<file path="src/rtl/mult_serial_ctrl.sv">
// mult_serial_ctrl: serial-pad sequencer for a parallel WIDTHxWIDTH multiplier; optional operand parity via MULT_CTRL_PARITY_EN
module mult_serial_ctrl #(
    parameter int WIDTH   = 16,
    parameter int MUL_LAT = 2
) (
    input  logic               clk,
    input  logic               rst,
    input  logic               start,
    input  logic               a_pad,
    input  logic               b_pad,
    output logic [WIDTH-1:0]   op_a,
    output logic [WIDTH-1:0]   op_b,
    input  logic [2*WIDTH-1:0] mul_p,
    output logic               p0,
    output logic               p1,
    output logic               p_valid,
    output logic               busy,
    output logic               done,
    output logic               par_err
);
    typedef enum logic [2:0] {IDLE, LOAD, WAIT, UNLOAD, DONE} state_t;
    localparam int CW = $clog2((WIDTH > MUL_LAT ? WIDTH : MUL_LAT) + 2);
`ifdef MULT_CTRL_PARITY_EN
    localparam int LOAD_LEN = WIDTH + 1;
`else
    localparam int LOAD_LEN = WIDTH;
`endif
    state_t state, state_next;
    logic [CW-1:0] cnt;
    logic [2*WIDTH-1:0] prod;
    logic bad;
    logic shift_in;
`ifdef MULT_CTRL_PARITY_EN
    assign bad = (a_pad != ^op_a) || (b_pad != ^op_b);
`else
    assign bad = 1'b0;
    assign par_err = 1'b0;
`endif
    assign shift_in = (state == LOAD) && (cnt < CW'(WIDTH));
    // state register
    always_ff @(posedge clk or posedge rst) begin
        if (rst) state <= IDLE;
        else     state <= state_next;
    end
    // next-state and decoded outputs; the parity slot is the extra last LOAD cycle
    always_comb begin
        state_next = state;
        busy       = state != IDLE;
        done       = state == DONE;
        p_valid    = state == UNLOAD;
        p0         = (state == UNLOAD) & prod[0];
        p1         = (state == UNLOAD) & prod[WIDTH];
        case (state)
            IDLE:    state_next = start ? LOAD : IDLE;
            LOAD:    state_next = (cnt == CW'(LOAD_LEN - 1)) ? (bad ? DONE : WAIT) : LOAD;
            WAIT:    state_next = (cnt == CW'(MUL_LAT - 1)) ? UNLOAD : WAIT;
            UNLOAD:  state_next = (cnt == CW'(WIDTH - 1)) ? DONE : UNLOAD;
            DONE:    state_next = IDLE;
            default: state_next = IDLE;
        endcase
    end
    // shared phase counter, operand shifters and product shifter (both halves shift toward bit 0)
    always_ff @(posedge clk or posedge rst) begin
        if (rst) begin
            cnt  <= '0;
            op_a <= '0;
            op_b <= '0;
            prod <= '0;
        end else begin
            cnt <= (state_next != state) ? '0 : cnt + CW'(1);
            if (shift_in) begin
                op_a <= {a_pad, op_a[WIDTH-1:1]};
                op_b <= {b_pad, op_b[WIDTH-1:1]};
            end
            if (state == WAIT && state_next == UNLOAD) prod <= mul_p;
            else if (state == UNLOAD) prod <= {1'b0, prod[2*WIDTH-1:WIDTH+1], 1'b0, prod[WIDTH-1:1]};
        end
    end
`ifdef MULT_CTRL_PARITY_EN
    // sticky parity error, cleared by the next accepted start
    always_ff @(posedge clk or posedge rst) begin
        if (rst)                                 par_err <= 1'b0;
        else if (state == IDLE && start)         par_err <= 1'b0;
        else if (state == LOAD && state_next == DONE) par_err <= 1'b1;
    end
`endif
endmodule

</file>
<file path="config.mk">
export PLATFORM = sky130hd
export DESIGN_NAME = mult_serial_ctrl
export DESIGN_NICKNAME = d
export VERILOG_FILES = /design/src/rtl/mult_serial_ctrl.sv
export SDC_FILE = /design/constraint.sdc
export NUM_CORES = 1
export LEC_CHECK = 0
export ABC_CLOCK_PERIOD_IN_PS = 4100
export CELL_PAD_IN_SITES_DETAIL_PLACEMENT = 0
export CELL_PAD_IN_SITES_GLOBAL_PLACEMENT = 2
export CORE_MARGIN = 2
export CORE_UTILIZATION = 35
export DETAILED_ROUTE_END_ITERATION = 6
export HOLD_SLACK_MARGIN = 0.05
export PLACE_DENSITY_LB_ADDON = 0.3
export SLEW_MARGIN = 20
export SYNTH_ARGS = -nofsm -noshare
export SYNTH_HDL_FRONTEND = slang
export SYNTH_SLANG_ARGS = --single-unit
export TNS_END_PERCENT = 100
</file>
<file path="constraint.sdc">
create_clock -name clk -period 4.1 [get_ports clk]
set_clock_uncertainty 0.15 [all_clocks]
set_input_delay 0.82 -clock clk [delete_from_list [all_inputs] [get_ports clk]]
set_output_delay 0.82 -clock clk [all_outputs]
set_load 0.01 [all_outputs]
</file>
* Word level (Yosys, flattened, before mapping)
Index checks and enable logic that the tools add are counted.
Cells by class: $add $sub $neg 1, bitwise operators 2, multiplexer cells 8, reductions and logical operators 5, equality and inequality tests 8, order comparisons 1
Operator list (number):
- 32-bit two-way mux | 2
- 3-bit case mux with 4 select lines | 1
- 3-bit by 2-bit equality test with 1-bit output, second input constant | 3
- 5-bit by 1-bit adder with 5-bit output, second input constant | 1
- 5-bit by 1-bit equality test with 1-bit output, second input constant | 1
- 5-bit by 4-bit equality test with 1-bit output, second input constant | 1
- 5-bit < comparator, second input constant | 1
- 5-bit two-way mux | 1
- 3-bit by 1-bit equality test with 1-bit output, second input constant | 1
- 3-bit equality test, second input constant | 1
- 3-bit logical NOT | 1
- 3-bit two-way mux | 1
- 3-bit inequality test | 1
- 3-bit nonzero test | 1
- 1-bit bitwise AND | 2
- 1-bit logical AND | 2
- 1-bit two-way mux | 2
- 2-bit two-way mux | 1
- 2-bit nonzero test | 1
Storage, ports and cells: register bits after elaboration 72, output and inout bits 38

* Longest topological paths before layout
Gate-level depths: netlist of run 1.
depth after elaboration 6, gate-level depth with buffers 7

* Least setup slack after synthesis of run 1
Ideal clock, no wire load.
path type reg2out, start point register state[1], end point output p1, buffers on the path 3, arrival time 1.443 ns, stages on the path, launching flop included 6, required time 3.130 ns, slack 1.687 ns, cell sequence dfrtp_1 clkbuf_1 nor2b_1 clkbuf_1 clkbuf_1 and3_1
On the way: longest elaborated chain between the ends 2
RTL lines:
- from (decl) | RTL line 28 | state_t state, state_next;
- from (signal assigned) | RTL line 43 | else state <= state_next;
- 3-bit by 2-bit equality test with 1-bit output | RTL line 52 | p1 = (state == UNLOAD) & prod[WIDTH];
- 1-bit bitwise AND | RTL line 52
- to (decl) | RTL line 15 | output logic p1,
No other way between the ends.

* Worst setup path after layout of run 1
start point register state[1], end point output p0
On the way: longest elaborated chain between the ends 2
RTL lines:
- 3-bit by 2-bit equality test with 1-bit output | RTL line 51 | p0 = (state == UNLOAD) & prod[0];
- 1-bit bitwise AND | RTL line 51
- to (decl) | RTL line 14 | output logic p0,
No other way between the ends.

==> results of run 1 <==
-- per-stage QoR --
step                util, %  std cells  hold slack, ns
CTS                    47.2        461           0.362
finish                 47.2        461           0.359
global route           47.2        461           0.383
detailed placement     45.0        445           0.345
global placement       45.0        445           0.341
floorplan                 -        280           0.316
-- layer usage --
layer | routed length [um] | track usage [%]
met4 | 82 | 6.01
met2 | 3320 | 22.8
met5 | 0 | 0
met3 | 295 | 3.74
met1 | 3470 | 21.0
-- kinds of logic after synthesis --
| kind of cell | count (synthesis) | synth area share [%] |
|---|---|---|
| mux | 32 | 11.0 |
| flops | 72 | 54.9 |
| fa+ha+maj | 3 | 1.14 |
| other cells | 1 | 0.114 |
| xor+xnor | 3 | 0.801 |
| compound gates | 53 | 13.5 |
| simple gates | 82 | 14.1 |
| buf+inv | 34 | 4.43 |
-- report_power, final --
part | internal (mW) | switching [mW] | leakage [nW] | total [mW]
sequential | 1.08 | 0.291 | 0.870 | 1.37
combinational | 1.05 | 0.776 | 0.802 | 1.82
clock | 0.301 | 0.275 | 0.107 | 0.576
-- flip-flops by register name, indices dropped and copies added (netlist names) --
signal  count
cnt         5
op_a       16
op_b       16
prod       32
state       3
-- cell type report --
type	instances	area [sq um]
well taps	111	139
flip-flops and latches	72	1800
repair buffers	81	803
multi-input cells	174	1340
inverters	7	26.3
clock buffers	10	138
clock inverters	6	66.3
fillers	855	4830
-- critical path, cell delays in order (launching register included) --
cell             delay [ns]
dfrtp_1                0.54
nor2b_2                0.60
and3_1                 0.24
clkdlybuf4s50_1        0.54
-- cell usage in the layout (no fill, tap or decap), types with 2 or more instances in the layout --
master | synthesis | final
nand3_1 | 3 | 3
inv_6 | 0 | 2
and3_1 | 3 | 3
o32ai_1 | 13 | 13
dfrtp_1 | 72 | 71
nor4_1 | 13 | 13
nor2_1 | 15 | 15
nand4_1 | 2 | 2
clkbuf_8 | 0 | 10
nor3_1 | 18 | 18
o31ai_1 | 17 | 17
clkdlybuf4s50_1 | 0 | 73
mux2_2 | 31 | 31
inv_1 | 7 | 6
nand2_1 | 3 | 3
clkinv_2 | 0 | 2
ha_1 | 3 | 3
xnor2_1 | 2 | 2
nand2b_1 | 18 | 18
a2bb2oi_1 | 17 | 17
buf_4 | 1 | 7
-- path summary, 6_finish.rpt --
check                      startpoint        to  slack, ns
min in group asynchronous         rst  op_a[13]       0.80
hold reg to reg               op_b[0]   op_b[0]       0.36
setup / recovery             state[1]        p0       0.86
setup reg to reg             state[0]  op_b[10]       1.45
max in group asynchronous         rst   prod[3]       2.33
hold / removal                op_b[0]   op_b[0]       0.36
==> out/qor.csv, run 1 <==
metric,value,unit
ys_ff_latch,72,
hold_buffers,0,
dpl_cell_area,4120,sq um
syn_area,3280,sq um
gr-usage-all-layers,15.1,%
cts_tree,built,
synth_top_cell_by_area,dfrtp_1,
drc_errors,0,
die_width,101,um
synth.top_cell.area_share,54.9,%
cts_made_buffers,9,
first_iter_violations,77,
status,completed,
power.total,3.76,mW
yosysSeqAreaShare,54.9,%
timing.final.crit_period,3.24,ns
grt_max_degree,49,
syn_nets,320,
cts_setup_buffers,0,
path_class,reg2out,
power.density,872,nW/um^2
whs_path_depth,1,
core,9150,sq um
grt_setup_unrepaired,no,
die_y,101,um
netlist_top_cells_count,"72 x dfrtp_1, 31 x mux2_2, 18 x clkbuf_1, 18 x nand2b_1, 18 x nor3_1",
grt_pass1_vias,2393,
ant_nets,0,
cts.path.max_buffers,2,
htreeDepth,3,
setup.worst_path.end_class,output port,
die_area,10200,sq um
drive_gt1_share,17.4,%
yosysWarnings,0,
hold_viol,0,
wl_per_cell,15.6,um
floorplan.initialDensity,35.8,%
num_antenna_cells,0,
final_area,4320,sq um
required,3.13,ns
via_per_inst,5.16,
crit_fanout,13,
arrival,2.27,ns
hpwl,4.66,mm
antenna_found_initial,0,
cts_resized,0,
finalSetupViolCount,0,
maxSlewHeadroom,46.0,%
wirelength,7.17,mm
drtPass1Iterations,6,
worst_slew_pin_slew,0.808,ns
async_reset_ff_share,100,%
root_buffer,clkbuf_8,
maxCapViolCount,0,
area.growth.synth_to_final,31.7,%
fp-row-count,35,
clk_latency,0.34,ns
maxSlewViolCount,0,
globalplace.congestion,0.681,
grt_pass1_wl,12.0,mm
nets,385,
irDropWorstVdd,252,uV
cts.clk_slew.worst_paths,0.08,ns
fin_setup_tns,0,ns
period_share,78.9,%
p_leak,1.78,nW
hold_path.class,reg2reg,
synth_edf_count,0,
fmax,309,MHz
place_ws,1.23,ns
io_pins,75,
worstSetupStartpointType,flip-flop,
syn_avg_cell_area,11.7,sq um
overflow,0,
synth_cell_types,37,
ys.flop_type,dfrtp_1,
synth_area_leaders,"dfrtp_1 55%, mux2_2 11%, a2bb2oi_1 4.5%",
setup_slack,0.863,ns
r2r_cells,4,
vias,2378,
synth_cells,280,
cts.sink_count,72,
portBuffers,73,
synth_most_common_cell,dfrtp_1,
(Power assumes the default switching activity.)
==> run 2: changes to the inputs <==
- ABC_CLOCK_PERIOD_IN_PS: 4100 -> 2800
- CORE_UTILIZATION: 35 -> 29
- clock period: 4.1 -> 2.8 ns (I/O delays scaled with it)
==> out/qor.csv, run 2 (same netlist as run 1, synthesis figures left out) <==
metric,value,unit
dpl_cell_area,4180,sq um
grt_max_degree,33,
cts.sink_count,72,
required,2.09,ns
setup.worst_path.end_class,output port,
die_width,110,um
via_per_inst,4.90,
power.total,5.94,mW
path_cells,"nor3b_1, clkdlybuf4s50_1",
whs_path_depth,1,
die_y,110,um
fin_setup_tns,0,ns
max_stage_delay,0.64,ns
maxCapViolCount,0,
r2r_cells,6,
irDropWorstVdd,638,uV
vias,2415,
drtPass1Iterations,6,
fp-row-count,38,
num_antenna_cells,0,
timing.rr.end,prod[26],
fin_cells,493,
slowest_stage,dfrtp_1,
clk_latency,0.33,ns
cts_made_buffers,9,
overflow,0,
timing.rr.start,cnt[1],
cts_tree,built,
worst_slew_pin_slew,0.534,ns
worstSetupStartpointType,flip-flop,
finalSetupViolCount,0,
p_leak,1.84,nW
cts_setup_buffers,0,
crit_fanout,13,
final_area,4500,sq um
wirelength,7.75,mm
setup_slack,0.165,ns
nets,389,
drc_errors,0,
largest_register_ffs,32,
maxSlewHeadroom,64.3,%
arrival,1.93,ns
die_area,12200,sq um
wl_per_cell,15.7,um
hold_viol,0,
ant_nets,0,
fmax,379,MHz
cts.clk_slew.worst_paths,0.06,ns
gr-usage-all-layers,13.4,%
maxSlewViolCount,0,
path_class,reg2out,
fin_util,41.2,%
dpl.cell_count,478,
power.density,1320,nW/um^2
drive_gt1_share,18.1,%
place_ws,0.425,ns
core,10900,sq um
globalplace.congestion,0.731,
portBuffers,73,
hold_ws,0.361,ns
status,completed,
most-common-layout-cells,"73 x clkdlybuf4s50_1, 71 x dfrtp_1, 31 x mux2_2",
grt_setup_unrepaired,no,
layout_commonest_cell,clkdlybuf4s50_1,
floorplan.initialDensity,30.0,%
htreeDepth,3,
grt_pass1_vias,2459,
hpwl,5.11,mm
root_buffer,clkbuf_16,
first_iter_violations,89,
top_regs,"prod: 32 flops, op_a: 16 flops, op_b: 16 flops",
cp-startpoint,state[2],
cts_resized,0,
timing.final.crit_period,2.64,ns
io_pins,75,
largest_register,prod,
period_share,94.1,%
rrSetupSlack,0.55,ns
hold_path.class,reg2reg,
grt_pass1_wl,12.3,mm
cts.path.max_buffers,2,
hold_buffers,0,
antenna_found_initial,0,
area.growth.synth_to_final,37.4,%
hold_start,cnt[0],
min_to,cnt[0],
-- run 2: changes by cell type in the layout (fill, tap and decap cells not counted), sizes merged --
cell | before | now
clkbuf | 10 | 9
clkinv | 3 | 0
buf | 8 | 12
bufinv | 1 | 2
clkinvlp | 0 | 2
-- run 2: metal layers --
layer	track usage [%]	part of all wire, %	up-vias
met1	17.8	48	1176
met2	20.0	43	57
met3	5.94	7.9	4
li1	-	-	1178
met5	0	0	-
met4	3.21	0.40	0
-- run 2: worst max-delay path, delay by kind of cell (launching register included) --
family,cells,cell delay [ns]
flip-flops,1,0.64
buffers and inverters,1,0.62
AND/OR/NAND/NOR,1,0.34
-- run 2: final cells by class --
cell class / count / area [sq um]
clock buffer: 9 / 225
clock inverter: 6 / 92.6
fill: 1109 / 6430
inverter: 7 / 26.3
multi-input combinational: 174 / 1350
sequential: 72 / 1800
tap: 140 / 175
timing repair buffer: 85 / 833
-- run 2: power by group --
part	total, mW	leakage, nW	internal, mW	switching, mW
registers	1.97	0.870	1.58	0.391
clock network	1.22	0.149	0.781	0.439
logic	2.74	0.822	1.55	1.19
total	5.94	1.84	3.91	2.02
-- run 2: worst max-delay path by stage --
| stage | end | slack, ns | cells past startpoint |
|---|---|---|---|
| global placement | p1 | 0.45 | 3 |
| finish | done | 0.16 | 2 |
| detailed placement | p0 | 0.43 | 3 |
| global route | done | 0.06 | 2 |
| CTS | p0 | 0.07 | 3 |
| floorplan | cnt[0] | 0.27 | 1 |
==> run 3: changes to the inputs <==
- RECOVER_POWER: default -> 25
==> out/qor.csv, run 3 (same netlist as run 1, synthesis figures left out) <==
metric,value,unit
via_per_inst,4.88,
first_iter_violations,91,
grt_pass1_vias,2459,
hold_path.class,reg2reg,
timing.rr.end,prod[26],
worst_slew_pin_slew,0.902,ns
cts_made_buffers,9,
hold_viol,0,
cts.path.max_buffers,2,
status,completed,
required,2.09,ns
top_regs,"prod: 32 flops, op_a: 16 flops, op_b: 16 flops",
die_area,12200,sq um
largest_register_ffs,32,
ant_nets,0,
drtPass1Iterations,6,
drive_gt1_share,17.8,%
io_pins,75,
nets,389,
antenna_found_initial,0,
hold_buffers,0,
pwr-share-comb,46.2,%
hpwl,5.11,mm
fin_cells,493,
p_leak,1.84,nW
most-common-layout-cells,"72 x clkdlybuf4s50_1, 71 x dfrtp_1, 31 x mux2_2",
gr-usage-all-layers,13.4,%
irDropWorstVdd,638,uV
seq_power_share,33.2,%
floorplan.initialDensity,30.0,%
layout_commonest_cell,clkdlybuf4s50_1,
area.growth.synth_to_final,36.9,%
overflow,0,
worstSetupStartpointType,flip-flop,
setup.worst_path.end_class,output port,
clock_power_share,20.5,%
netSwitchingFraction,34.1,%
wl_per_cell,15.7,um
finalSetupViolCount,0,
r2r_cells,6,
globalplace.congestion,0.731,
crit_fanout,13,
dpl_cell_area,4180,sq um
p_int,3.91,mW
nFillCells,1110,
fin_setup_tns,0,ns
core,10900,sq um
fp-row-count,38,
root_buffer,clkbuf_16,
vias,2406,
drc_errors,0,
maxSlewHeadroom,39.8,%
num_antenna_cells,0,
die_width,110,um
path_class,reg2out,
timing.final.crit_period,2.63,ns
hold_ws,0.361,ns
largest_register,prod,
arrival,1.92,ns
period_share,94.1,%
maxCapViolCount,0,
grt_max_degree,33,
cp-endpoint,done,
grt_pass1_wl,12.3,mm
maxSlewViolCount,0,
power.total,5.93,mW
wirelength,7.75,mm
portBuffers,73,
clk_latency,0.33,ns
fmax,380,MHz
cts_setup_buffers,0,
cts.sink_count,72,
cts.clk_slew.worst_paths,0.06,ns
grt_setup_unrepaired,no,
htreeDepth,3,
timing.rr.start,cnt[1],
die_y,110,um
cts_tree,built,
dpl.cell_count,478,
rrSetupSlack,0.54,ns
cp-startpoint,state[2],
power.density,1320,nW/um^2
final_area,4490,sq um
p_sw,2.02,mW
## run 3: cell count changes in the layout (fill, tap and decap cells not counted), sizes merged
cell,previous run,this run
buf,12,11
clkbuf,9,10
clkdlybuf4s50,73,72
dlygate4sd3,0,1
## run 3: cell type report
cell class                      count  area [sq um]  share of cell area, %
Inverter                            7          26.3                  0.585
Timing Repair Buffer               85           818                   18.2
Clock inverter                      6          92.6                   2.06
Multi-Input combinational cell    174          1350                   30.0
Sequential cell                    72          1800                   40.2
Tap cell                          140           175                   3.90
Clock buffer                        9           225                   5.02
## run 3: worst max-delay path: stages (launching register included)
cell and delay, ns:
dfrtp_1 0.64, nor3b_1 0.34, clkdlybuf4s50_1 0.62
## run 3: worst min-delay path by stage
| stage | cells after the start | start | end | slack (ns) |
|---|---|---|---|---|
| 2_1_floorplan | 1 | cnt[0] | cnt[0] | 0.32 |
| 3_3_place_gp | 1 | cnt[0] | cnt[0] | 0.34 |
| 3_5_place_dp | 1 | op_b[15] | op_b[15] | 0.35 |
| 4_1_cts | 1 | op_b[15] | op_b[15] | 0.36 |
| 5_1_grt | 1 | op_b[15] | op_b[15] | 0.39 |
| 6_report | 1 | cnt[0] | cnt[0] | 0.36 |
## run 3: layer usage
layer / global-route usage [%] / up-vias / wire length [um]
li1: - / 1176 / -
met1: 17.8 / 1170 / 3710
met2: 20.0 / 56 / 3400
met3: 5.94 / 4 / 602
met4: 3.21 / 0 / 31
met5: 0 / - / 0
## run 3: metrics by stage
step                      setup WS, ns  util [%]
after global routing            0.0555      41.1
final                            0.166      41.1
after global placement           0.448      38.2
after floorplan                  0.265         -
after detailed placement         0.425      38.2
after CTS                       0.0718      41.1
## run 3: repair_timing
action	CTS	global route
endpoints found under the hold margin	0	0
resized for setup	0	1
setup endpoints to repair	0	2
## run 3: power groups by stage
stage | clock [mW] | sequential, mW | combinational, mW
global route | 1.30 | 2.06 | 3.04
finish | 1.22 | 1.97 | 2.74
floorplan | 0 | 1.97 | 1.79
detailed placement | 0 | 1.99 | 2.80
CTS | 1.26 | 1.98 | 2.80
global placement | 0 | 1.97 | 2.75
